### src/rtl/uart_pkg.sv
// Shared UART definitions: state encoding, frame width and line levels.
package uart_pkg;

  typedef enum logic [2:0] {
    IDLE   = 3'd0,
    START  = 3'd1,
    DATA   = 3'd2,
    PARITY = 3'd3,
    STOP   = 3'd4
  } uart_state_e;

  localparam int   UART_DATA_BITS   = 8;
  localparam logic UART_IDLE_LEVEL  = 1'b1;
  localparam logic UART_START_LEVEL = 1'b0;

endpackage

### src/rtl/uart_baud_counter.sv
// Free-running bit-period counter; tick marks the last clk cycle of each line bit.
module uart_baud_counter
  import uart_pkg::*;
#(
  parameter int CLOCKS_PER_BAUD = 868
) (
  input  logic clk,
  input  logic rst,
  input  logic clear,
  output logic tick
);

  localparam int CNT_W = $clog2(CLOCKS_PER_BAUD);
  localparam logic [CNT_W-1:0] CNT_LAST = CNT_W'(CLOCKS_PER_BAUD - 1);

  logic [CNT_W-1:0] cnt_q, cnt_d;

  assign tick = (cnt_q == CNT_LAST);

  always_comb begin
    cnt_d = cnt_q + CNT_W'(1);
    if (clear || tick) begin
      cnt_d = '0;
    end
  end

  always_ff @(posedge clk or posedge rst) begin
    if (rst) begin
      cnt_q <= '0;
    end else begin
      cnt_q <= cnt_d;
    end
  end

endmodule

### src/rtl/uart_tx.sv
// 8N1 UART transmitter, LSB first, one done_o pulse per byte.
// Defining UART_TX_PARITY_EN inserts an even-parity bit (8E1 framing).
module uart_tx
  import uart_pkg::*;
#(
  parameter int CLOCKS_PER_BAUD = 868
) (
  input  logic       clk,
  input  logic       rst,
  input  logic [7:0] data_i,
  input  logic       start_i,
  output logic       done_o,
  output logic       busy_o,
  output logic       tx_o
);

  localparam int IDX_W = $clog2(UART_DATA_BITS);
  localparam logic [IDX_W-1:0] IDX_LAST = IDX_W'(UART_DATA_BITS - 1);

  if (CLOCKS_PER_BAUD < 2) begin : g_cpb_check
    $error("uart_tx: CLOCKS_PER_BAUD must be at least 2");
  end

  uart_state_e               state_q, state_d;
  logic [UART_DATA_BITS-1:0] shift_q, shift_d;
  logic [IDX_W-1:0]          idx_q, idx_d;
  logic                      tx_q, tx_d;
  logic                      tick;
  logic                      accept;

  // Held in clear while idle so the first bit period starts at count 0.
  uart_baud_counter #(
    .CLOCKS_PER_BAUD(CLOCKS_PER_BAUD)
  ) u_baud (
    .clk  (clk),
    .rst  (rst),
    .clear(state_q == IDLE),
    .tick (tick)
  );

`ifdef UART_TX_PARITY_EN
  logic par_q;

  always_ff @(posedge clk) begin
    if (accept) begin
      par_q <= ^data_i;
    end
  end
`endif

  always_comb begin
    state_d = state_q;
    shift_d = shift_q;
    idx_d   = idx_q;
    accept  = 1'b0;
    case (state_q)
      IDLE: begin
        if (start_i) begin
          accept  = 1'b1;
          shift_d = data_i;
          idx_d   = '0;
          state_d = START;
        end
      end
      START: begin
        if (tick) state_d = DATA;
      end
      DATA: begin
        if (tick) begin
          shift_d = shift_q >> 1;
          idx_d   = idx_q + IDX_W'(1);
          if (idx_q == IDX_LAST) begin
`ifdef UART_TX_PARITY_EN
            state_d = PARITY;
`else
            state_d = STOP;
`endif
          end
        end
      end
`ifdef UART_TX_PARITY_EN
      PARITY: begin
        if (tick) state_d = STOP;
      end
`endif
      STOP: begin
        if (tick) state_d = IDLE;
      end
      default: state_d = IDLE;
    endcase
  end

  // Line level is derived from the next state so tx_o can be a flop.
  always_comb begin
    tx_d = UART_IDLE_LEVEL;
    case (state_d)
      START:   tx_d = UART_START_LEVEL;
      DATA:    tx_d = shift_d[0];
`ifdef UART_TX_PARITY_EN
      PARITY:  tx_d = par_q;
`endif
      default: tx_d = UART_IDLE_LEVEL;
    endcase
  end

  always_ff @(posedge clk or posedge rst) begin
    if (rst) begin
      state_q <= IDLE;
      idx_q   <= '0;
      tx_q    <= UART_IDLE_LEVEL;
    end else begin
      state_q <= state_d;
      idx_q   <= idx_d;
      tx_q    <= tx_d;
    end
  end

  always_ff @(posedge clk) begin
    shift_q <= shift_d;
  end

  assign tx_o   = tx_q;
  assign busy_o = (state_q != IDLE);
  assign done_o = (state_q == STOP) && tick;

endmodule

### config.mk
export PLATFORM = sky130hd
export DESIGN_NAME = uart_tx
export DESIGN_NICKNAME = d
export VERILOG_FILES = /design/src/rtl/uart_pkg.sv /design/src/rtl/uart_baud_counter.sv /design/src/rtl/uart_tx.sv
export SDC_FILE = /design/constraint.sdc
export NUM_CORES = 1
export LEC_CHECK = 0
export BUFFER_PORTS_ARGS = -buffer_cell sky130_fd_sc_hd__buf_2
export CORE_UTILIZATION = 56
export DETAILED_ROUTE_END_ITERATION = 16
export PLACE_DENSITY = 0.75
export RECOVER_POWER = 100
export SLEW_MARGIN = 20
export SYNTH_ARGS = -nofsm -noshare
export SYNTH_HDL_FRONTEND = slang
export SYNTH_SLANG_ARGS = --single-unit
### constraint.sdc
create_clock -name clk -period 2.5 [get_ports clk]
set_clock_uncertainty 0.15 [all_clocks]
set_input_delay 0 -clock clk [delete_from_list [all_inputs] [get_ports clk]]
set_output_delay 0 -clock clk [all_outputs]
set_load 0.005 [all_outputs]
Word-level counts from Yosys, hierarchy flattened
Index checks and enable logic that the tools add are counted.

Bits in registers: 25. Bits in latches: 0. RAM bits: 0. Bits in read-only memories: 0. Output and inout port bits: 3. Logic and storage cells: 37. Memories: 0.

Add/subtract/negate cells: 2. Multipliers: 0. Divide/modulo/power cells: 0. $lt $le $gt $ge: 0. Eq/ne operators: 9. Shift-type cells: 0. Multiplexer cells: 14. Bitwise operators: 0. Reduce and logical (&&, ||, !) cells: 6.

Operators by type and width (number): two-way mux 3 bit (7); two-way mux 8 bit (2); one-hot mux 8 bit (2 select lines) (1); one-hot mux 3 bit (4 select lines) (1); adder 10 x 1 -> 10 bit (second input constant) (1); == test 10 bit (second input constant) (1); two-way mux 10 bit (1); == test 3 x 1 -> 1 bit (second input constant) (2); == test 3 x 2 -> 1 bit (second input constant) (2); == test 3 bit (second input constant) (2); one-hot mux 3 bit (2 select lines) (1); inequality test 2 bit (second input constant) (2); adder 3 x 1 -> 3 bit (second input constant) (1); logical NOT 3 bit (1); AND reduction 3 bit (1); nonzero test 3 bit (1); one-hot mux 1 bit (2 select lines) (1); nonzero test 2 bit (1); logical AND 1 bit (1); logical OR 1 bit (1).

Logic depth before layout (Yosys ltp)
Gate-level depths: netlist of the first run.

Depth in word-level cells: 6. Mapped depth: 6. Gate-level depth less buffers: 6.

By module
From an unflattened synthesis of the first run, not the netlist that was laid out.

Cells, all modules: 121. Area, all modules: 1356.3 µm².

By module, submodules not included: uart_tx (instances 1, cells an instance 64, area each 787.0 µm², seq. area each 406.6 µm²); uart_baud_counter (instances 1, cells an instance 57, area each 569.3 µm², seq. area each 250.2 µm²).

Least setup slack after synthesis of the first run
Ideal clock, no wire load.

Path type: flip-flop to flip-flop. Start: register u_baud.cnt_q[0]. End: register shift_q[1], enable pin. Arrival time: 1.562 ns. Data required time: 2.031 ns. Slack: 0.469 ns. Stages on the path, launching flop included: 6. Buffers on the path: 0. Cells stage by stage: dfrtp_1 ha_1 or3b_4 nor4_4 nor2_2 inv_1.

Longest elaborated chain between the ends: 3.

RTL lines: from (decl) (line uart_baud_counter.sv:16) `logic [CNT_W-1:0] cnt_q, cnt_d;`; from (signal assigned) (line uart_baud_counter.sv:31) `cnt_q <= cnt_d;`; == test 10 bit (line uart_baud_counter.sv:18) `assign tick = (cnt_q == CNT_LAST);`; inequality test 2 bit (no line); AND reduction 3 bit (no line); to (signal assigned) (line uart_tx.sv:119) `shift_q <= shift_d;`; to (decl) (line uart_tx.sv:25) `logic [UART_DATA_BITS-1:0] shift_q, shift_d;`.

Every way passes these cells. A chain may end at the register's enable or synchronous reset.

Worst setup path in the final report of the first run
Start: register u_baud.cnt_q[1]. End: register shift_q[0].

Longest elaborated chain between the ends: 3.

RTL lines: == test 10 bit (line uart_baud_counter.sv:18); two-way mux 8 bit (line uart_tx.sv:69) `if (tick) begin`; one-hot mux 8 bit (2 select lines) (line uart_tx.sv:56) `case (state_q)`; net shift_d[0] (line uart_tx.sv:25).

The timed path passes the listed nets, and every way through them passes these cells. The select of a mux whose other input is x is not followed.

==> results of run 1 <==
[critical path, stage by stage (launching register included)]
cell	delay, ns
dfrtp_1	0.43
ha_4	0.17
or3b_4	0.41
nor4_4	0.19
buf_6	0.18
nand3b_1	0.13
nand3_1	0.08
dlygate4sd3_1	0.58
[power by group through the flow]
stage          sequential [µW]  combinational, µW  clock [µW]
6_report                   551                185         183
5_1_grt                    563                209         204
4_1_cts                    546                173         188
3_5_place_dp               553                159           0
3_3_place_gp               549                149           0
2_1_floorplan              521                154           0
[registers in the layout (all words and copies together) (netlist names)]
register      flops
u_baud.cnt_q     10
shift_q           8
idx_q             3
state_q           3
tx_o              1
[logic make-up after synthesis]
logic type	Yosys count	synth area share, %
buffers and inverters	6	2.54
AO/OA/AOI/OAI	13	8.99
multiplexers	1	0.951
adder cells (fa/ha/maj)	3	3.17
AND/OR/NAND/NOR	45	22.9
flip-flops	25	55.5
XOR/XNOR	8	5.92
[per-layer routing]
layer,part of all wire (%),up-vias,track usage [%]
met5,0,-,0
met3,3.5,5,6.04
li1,-,425,-
met2,47,20,35.9
met1,48,427,32.8
met4,1.4,0,10.0
[placed cells by master (no fill, tap or decap), types with 2 or more instances in the layout]
master,n
nand3_1,5
dlygate4sd3_1,11
buf_2,11
ha_1,2
a22o_2,2
or3b_4,2
xnor2_1,2
nand2_1,7
a21oi_1,2
edfxtp_1,7
nor3_1,3
clkbuf_1,3
clkbuf_4,3
xor2_1,6
nand3b_1,2
inv_1,3
and3_1,4
a22o_1,6
dfrtp_1,16
nand4bb_1,2
nor2_1,12
[area by class of cell]
class	instances	area [µm²]	area share, %
multi-input cells	70	507	35.3
inverters	3	11.3	0.785
flip-flops and latches	25	657	45.8
repair buffers	27	195	13.6
clock inverters	1	7.51	0.524
clock buffers	3	22.5	1.57
well taps	27	33.8	2.36
[what timing repair did]
action | 4_1_cts | 5_1_grt
hold endpoints to repair | 27 | 0
gates resized for setup | 0 | 3
buffers inserted | 0 | 1
hold buffers | 11 | 0
setup endpoints to repair | 0 | 2
[worst paths after layout]
path | endpoint | slack (ns)
worst max-delay path | shift_q[0] | 0.10
worst min-delay path | state_q[1] | 0.14
worst max register to register | shift_q[0] | 0.10
worst min register to register | tx_o | 0.37
max in group asynchronous | u_baud.cnt_q[0] | 1.64
min in group clk | shift_q[3] | 0.34
[through the flow]
stage               hold slack, ns  power (µW)  utilization [%]  area [µm²]  instances
floorplan                   -0.225         676                -        1180        101
global placement           -0.0545         699             64.5        1280        140
detailed placement         -0.0290         711             64.5        1280        140
CTS                          0.151         907             71.6        1420        155
global route                 0.217         977             72.3        1430        156
finish                       0.135         919             72.3        1430        156
==> impl_metrics.env, run 1 <==
export IMPL_post_synth_instance_area_mm2=0.00118
export IMPL_leakagePower_uw=0.000633
export IMPL_areaGrowthSynthToFinish_pct=21.1
export IMPL_synthArstFlopShare_pct=68.0
export IMPL_avgSynthCellArea_um2=11.7
export IMPL_combPwrFrac_pct=20.1
export IMPL_drt_iter0_markers=21
export IMPL_switching_share_pct=30.5
export IMPL_clockPowerShare_pct=20.0
export IMPL_r2r_start="u_baud.cnt_q[1]"
export IMPL_grt_start_max_net_pins=18
export IMPL_overflow=0
export IMPL_port_buffers=13
export IMPL_grt_pass1_vias=800
export IMPL_clk_latency_ns=0.32
export IMPL_fp_dieArea_mm2=0.00230
export IMPL_die_width_um=48.0
export IMPL_post_place_ws_ns=0.422
export IMPL_synth_top_cell_by_area="dfrtp_1"
export IMPL_core_area_mm2=0.00198
export IMPL_synth_edff_count=7
export IMPL_cap_violations=0
export IMPL_start_kind="flip-flop"
export IMPL_diodes=0
export IMPL_initial_core_util_pct=59.7
export IMPL_worst_slack_ns=0.105
export IMPL_relSlewSlack_pct=55.7
export IMPL_post_route_min_period_ns=2.40
export IMPL_seqPwrFrac_pct=60.0
export IMPL_synthTopCellsByArea="dfrtp_1 (34%), edfxtp_1 (18%), a22o_1 (4.4%), xor2_1 (4.4%), nor2_1 (3.5%)"
export IMPL_io_pins=14
export IMPL_ys_seq_area_share_pct=55.5
export IMPL_dr_pass1_iters=4
export IMPL_drive_gt1_share_pct=19.4
export IMPL_fin_setup_tns_ns=0
export IMPL_clock_root_buffer="clkbuf_4"
export IMPL_cellInternalPower_uw=639
export IMPL_setup_viol=0
export IMPL_worstSetupPathType="flip-flop to flip-flop"
export IMPL_ir_drop_mv=0.419
export IMPL_fin_crit_sh_pct=95.8
export IMPL_cts_tree="done"
export IMPL_ant_nets=0
export IMPL_drv_slew=0
export IMPL_vias=877
export IMPL_startpoint="u_baud.cnt_q[1]"
export IMPL_vias_per_cell=5.62
export IMPL_fin_nets=144
export IMPL_ys_flop_type="dfrtp_1"
export IMPL_grt_pass1_wl_mm=3.59
export IMPL_max_freq_mhz=418
export IMPL_netlist_top_cells_count="dfrtp_1 (16), nor2_1 (11), edfxtp_1 (7), nand2_1 (7)"
export IMPL_drt_total_wl_mm=2.31
export IMPL_synth_seq_cells=25
export IMPL_clockBufferDepth=2
export IMPL_r2r_cells=7
export IMPL_routedWlPerCell_um=14.8
export IMPL_clock_sinks=25
export IMPL_drc_errors=0
export IMPL_syn_instance_count=101
export IMPL_tightest_slew_ns=0.648
export IMPL_hold_path_class="input pin to async pin"
export IMPL_rows=16
export IMPL_gp_congestion=0.727
export IMPL_hold_viol=0
export IMPL_powerDensity_mw_per_mm2=641
export IMPL_rsz0062_at_grt="no"
export IMPL_critical_path_arrival_ns=2.47
export IMPL_grt_util_all_layers_pct=23.8
export IMPL_fp_dieH_um=48.0
export IMPL_dp_hpwl_mm=1.67
export IMPL_crit_path_end_kind="flip-flop"
export IMPL_status="completed"
export IMPL_cp_required_ns=2.57
export IMPL_syn_nets=115
export IMPL_numCtsBuffers=3
export IMPL_clk_pin_slew_ns=0.14
export IMPL_yosysTopAreaCellShare_pct=33.8
export IMPL_ys_warn_count=0
export IMPL_synthDistinctLibCells=33
export IMPL_path_max_fanout=9
export IMPL_switchingPower_uw=280
export IMPL_h_tree_depth=1
export IMPL_nFillCells=142
export IMPL_grt_antenna_before_repair=0
export IMPL_yosysMostFrequentCell="dfrtp_1"
No activity file was read; power rests on OpenSTA's default activity.
==> run 2, diff against run 1 <==
--- a/config.mk
+++ b/config.mk
@@ -5,6 +5,7 @@
 export SDC_FILE = /design/constraint.sdc
 export NUM_CORES = 1
 export LEC_CHECK = 0
+export ABC_AREA = 1
 export BUFFER_PORTS_ARGS = -buffer_cell sky130_fd_sc_hd__buf_2
 export CORE_UTILIZATION = 56
 export DETAILED_ROUTE_END_ITERATION = 16
==> impl_metrics.env, run 2 <==
export IMPL_status="completed"
export IMPL_nFillCells=186
export IMPL_ys_seq_area_share_pct=54.2
export IMPL_drive_gt1_share_pct=12.5
export IMPL_h_tree_depth=1
export IMPL_critical_path_arrival_ns=1.94
export IMPL_ys_warn_count=0
export IMPL_netlist_top_cells_count="nand2_1 (38), nor2_1 (18), dfrtp_1 (16), inv_1 (16), nand3_1 (9)"
export IMPL_drt_total_wl_mm=2.34
export IMPL_top_register="u_baud.cnt_q"
export IMPL_syn_nets=155
export IMPL_dr_pass1_iters=5
export IMPL_clk_pin_slew_ns=0.13
export IMPL_crit_path_end_kind="flip-flop"
export IMPL_final_common_cell="nand2_1"
export IMPL_diodes=0
export IMPL_clock_root_buffer="clkbuf_4"
export IMPL_path_buf_inv=1
export IMPL_fp_dieH_um=48.5
export IMPL_setup_viol=0
export IMPL_synth_seq_cells=25
export IMPL_critical_path_cell_chain="ha_1 > nand2_1 > nor2_1 > nand4_1 > nand2_1 > inv_1 > nand2_1 > o21ai_0"
export IMPL_post_synth_instance_area_mm2=0.00121
export IMPL_grt_start_max_net_pins=18
export IMPL_ant_nets=0
export IMPL_overflow=0
export IMPL_clockBufferDepth=2
export IMPL_post_route_min_period_ns=1.89
export IMPL_yosysMostFrequentCell="nand2_1"
export IMPL_cts_tree="done"
export IMPL_dp_hpwl_mm=1.67
export IMPL_start_kind="flip-flop"
export IMPL_reg_top3="u_baud.cnt_q: 10 flops, shift_q: 8 flops"
export IMPL_max_freq_mhz=530
export IMPL_drt_iter0_markers=22
export IMPL_fin_setup_tns_ns=0
export IMPL_powerDensity_mw_per_mm2=596
export IMPL_dp_cells=181
export IMPL_synthTopCellsByArea="dfrtp_1 (33%), edfxtp_1 (17%), nand2_1 (12%), nor2_1 (5.6%), inv_1 (5.0%)"
export IMPL_routedWlPerCell_um=12.0
export IMPL_rsz0062_at_grt="no"
export IMPL_vias_per_cell=5.17
export IMPL_fin_crit_sh_pct=75.5
export IMPL_synth_top_cell_by_area="dfrtp_1"
export IMPL_critical_path_top_delay_family="simple AND/OR/NAND/NOR gates"
export IMPL_core_area_mm2=0.00200
export IMPL_io_pins=14
export IMPL_largest_reg_flops=10
export IMPL_grt_antenna_before_repair=0
export IMPL_hold_viol=0
export IMPL_synthArstFlopShare_pct=68.0
export IMPL_worst_path_most_repeated_cell="nand2_1"
export IMPL_rows=16
export IMPL_cap_violations=0
export IMPL_initial_core_util_pct=60.6
export IMPL_yosysTopAreaCellShare_pct=33.0
export IMPL_relSlewSlack_pct=57.8
export IMPL_clk_latency_ns=0.31
export IMPL_drc_errors=0
export IMPL_stdcell_count=195
export IMPL_synthDistinctLibCells=22
export IMPL_grt_pass1_vias=930
export IMPL_ys_flop_type="dfrtp_1"
export IMPL_clock_sinks=25
export IMPL_power_total_uw=840
export IMPL_worstSetupPathType="flip-flop to flip-flop"
export IMPL_vias=1008
export IMPL_gp_congestion=0.822
export IMPL_cts_resized=0
export IMPL_fin_nets=183
export IMPL_leakagePower_uw=0.000691
export IMPL_port_buffers=13
export IMPL_tightest_slew_ns=0.632
export IMPL_grt_util_all_layers_pct=22.2
export IMPL_die_width_um=48.5
export IMPL_worst_slack_ns=0.613
export IMPL_syn_instance_count=141
export IMPL_max_stage_delay_ns=0.43
export IMPL_fp_dieArea_mm2=0.00236
export IMPL_synth_edff_count=7
export IMPL_grt_pass1_wl_mm=3.99
export IMPL_avgSynthCellArea_um2=8.60
export IMPL_numCtsBuffers=3
export IMPL_cp_required_ns=2.56
export IMPL_final_cell_mix="nand2_1 (40), nor2_1 (21), inv_1 (17)"
export IMPL_post_place_ws_ns=0.763
export IMPL_hold_path_class="input pin to flip-flop"
export IMPL_areaGrowthSynthToFinish_pct=16.2
export IMPL_ir_drop_mv=0.378
export IMPL_drv_slew=0
export IMPL_path_max_fanout=10
export IMPL_critical_path_slowest_cell="dfrtp_1"
[run 2: cell count changes after synthesis, moves of 3 or more]
cell and change:
a22o_1 -6, inv_1 +13, nand3_1 +4, and3_1 -4, nand2_2 +5, nand2_1 +31
nor2_1 +7, nor2_2 +3, nor3_1 +4
[run 2: routing by layer]
layer	up-vias	GRT usage (%)	share of wire, %
li1	503	-	-
met4	0	7.35	0.60
met3	2	2.20	3.9
met2	23	37.6	48
met1	480	30.1	47
met5	-	0	0
[run 2: area by class of cell]
class	count	area [µm²]	share of cell area (%)
Multi-Input combinational cell	98	460	32.7
Timing Repair Buffer	23	164	11.6
Sequential cell	25	657	46.6
Tap cell	27	33.8	2.40
Clock buffer	4	26.3	1.87
Inverter	18	67.6	4.80
[run 2: what timing repair did]
item,4_1_cts,5_1_grt
hold endpoints to repair,26,0
setup buffers,0,0
hold buffers,10,0
[run 2: cells by family after synthesis]
logic type | synth area share, %
AOI/OAI and AO/OA | 2.79
xor gates and xnor gates | 2.89
buffers and inverters | 5.57
adders and majority gates | 3.10
and+or+nand+nor | 31.5
DFF | 54.2
[run 2: power by group]
group | total, µW | leakage, µW | internal, µW | switching (µW)
logic | 155 | 0.000380 | 65.9 | 88.7
registers | 509 | 0.000296 | 466 | 42.7
clock network | 176 | 0.0000150 | 62.2 | 114
[run 2: worst register-to-register path, stage by stage, from the launching register on]
cell	delay [ns]
dfrtp_1	0.43
ha_1	0.23
nand2_1	0.07
nor2_1	0.13
nand4_1	0.18
nand2_1	0.33
inv_1	0.14
nand2_1	0.07
o21ai_0	0.07
[run 2: final timing paths]
check	slack (ns)	cells past startpoint	end	startpoint
worst max-delay path	0.61	8	idx_q[0]	u_baud.cnt_q[0]
worst min-delay path	0.02	4	shift_q[0]	start_i
worst max register to register	0.61	8	idx_q[0]	u_baud.cnt_q[0]
worst min register to register	0.36	2	idx_q[1]	idx_q[1]
max in group asynchronous	1.65	3	u_baud.cnt_q[4]	rst
min in group asynchronous	0.14	3	idx_q[2]	rst
[run 2: metrics by stage]
step | hold slack [ns] | utilization, % | area, µm²
final | 0.0167 | 70.4 | 1410
after global routing | 0.0323 | 70.4 | 1410
after floorplan | -0.225 | - | 1210
after CTS | 0.0150 | 71.8 | 1440
after detailed placement | -0.0355 | 65.5 | 1310
after global placement | -0.0425 | 65.5 | 1310
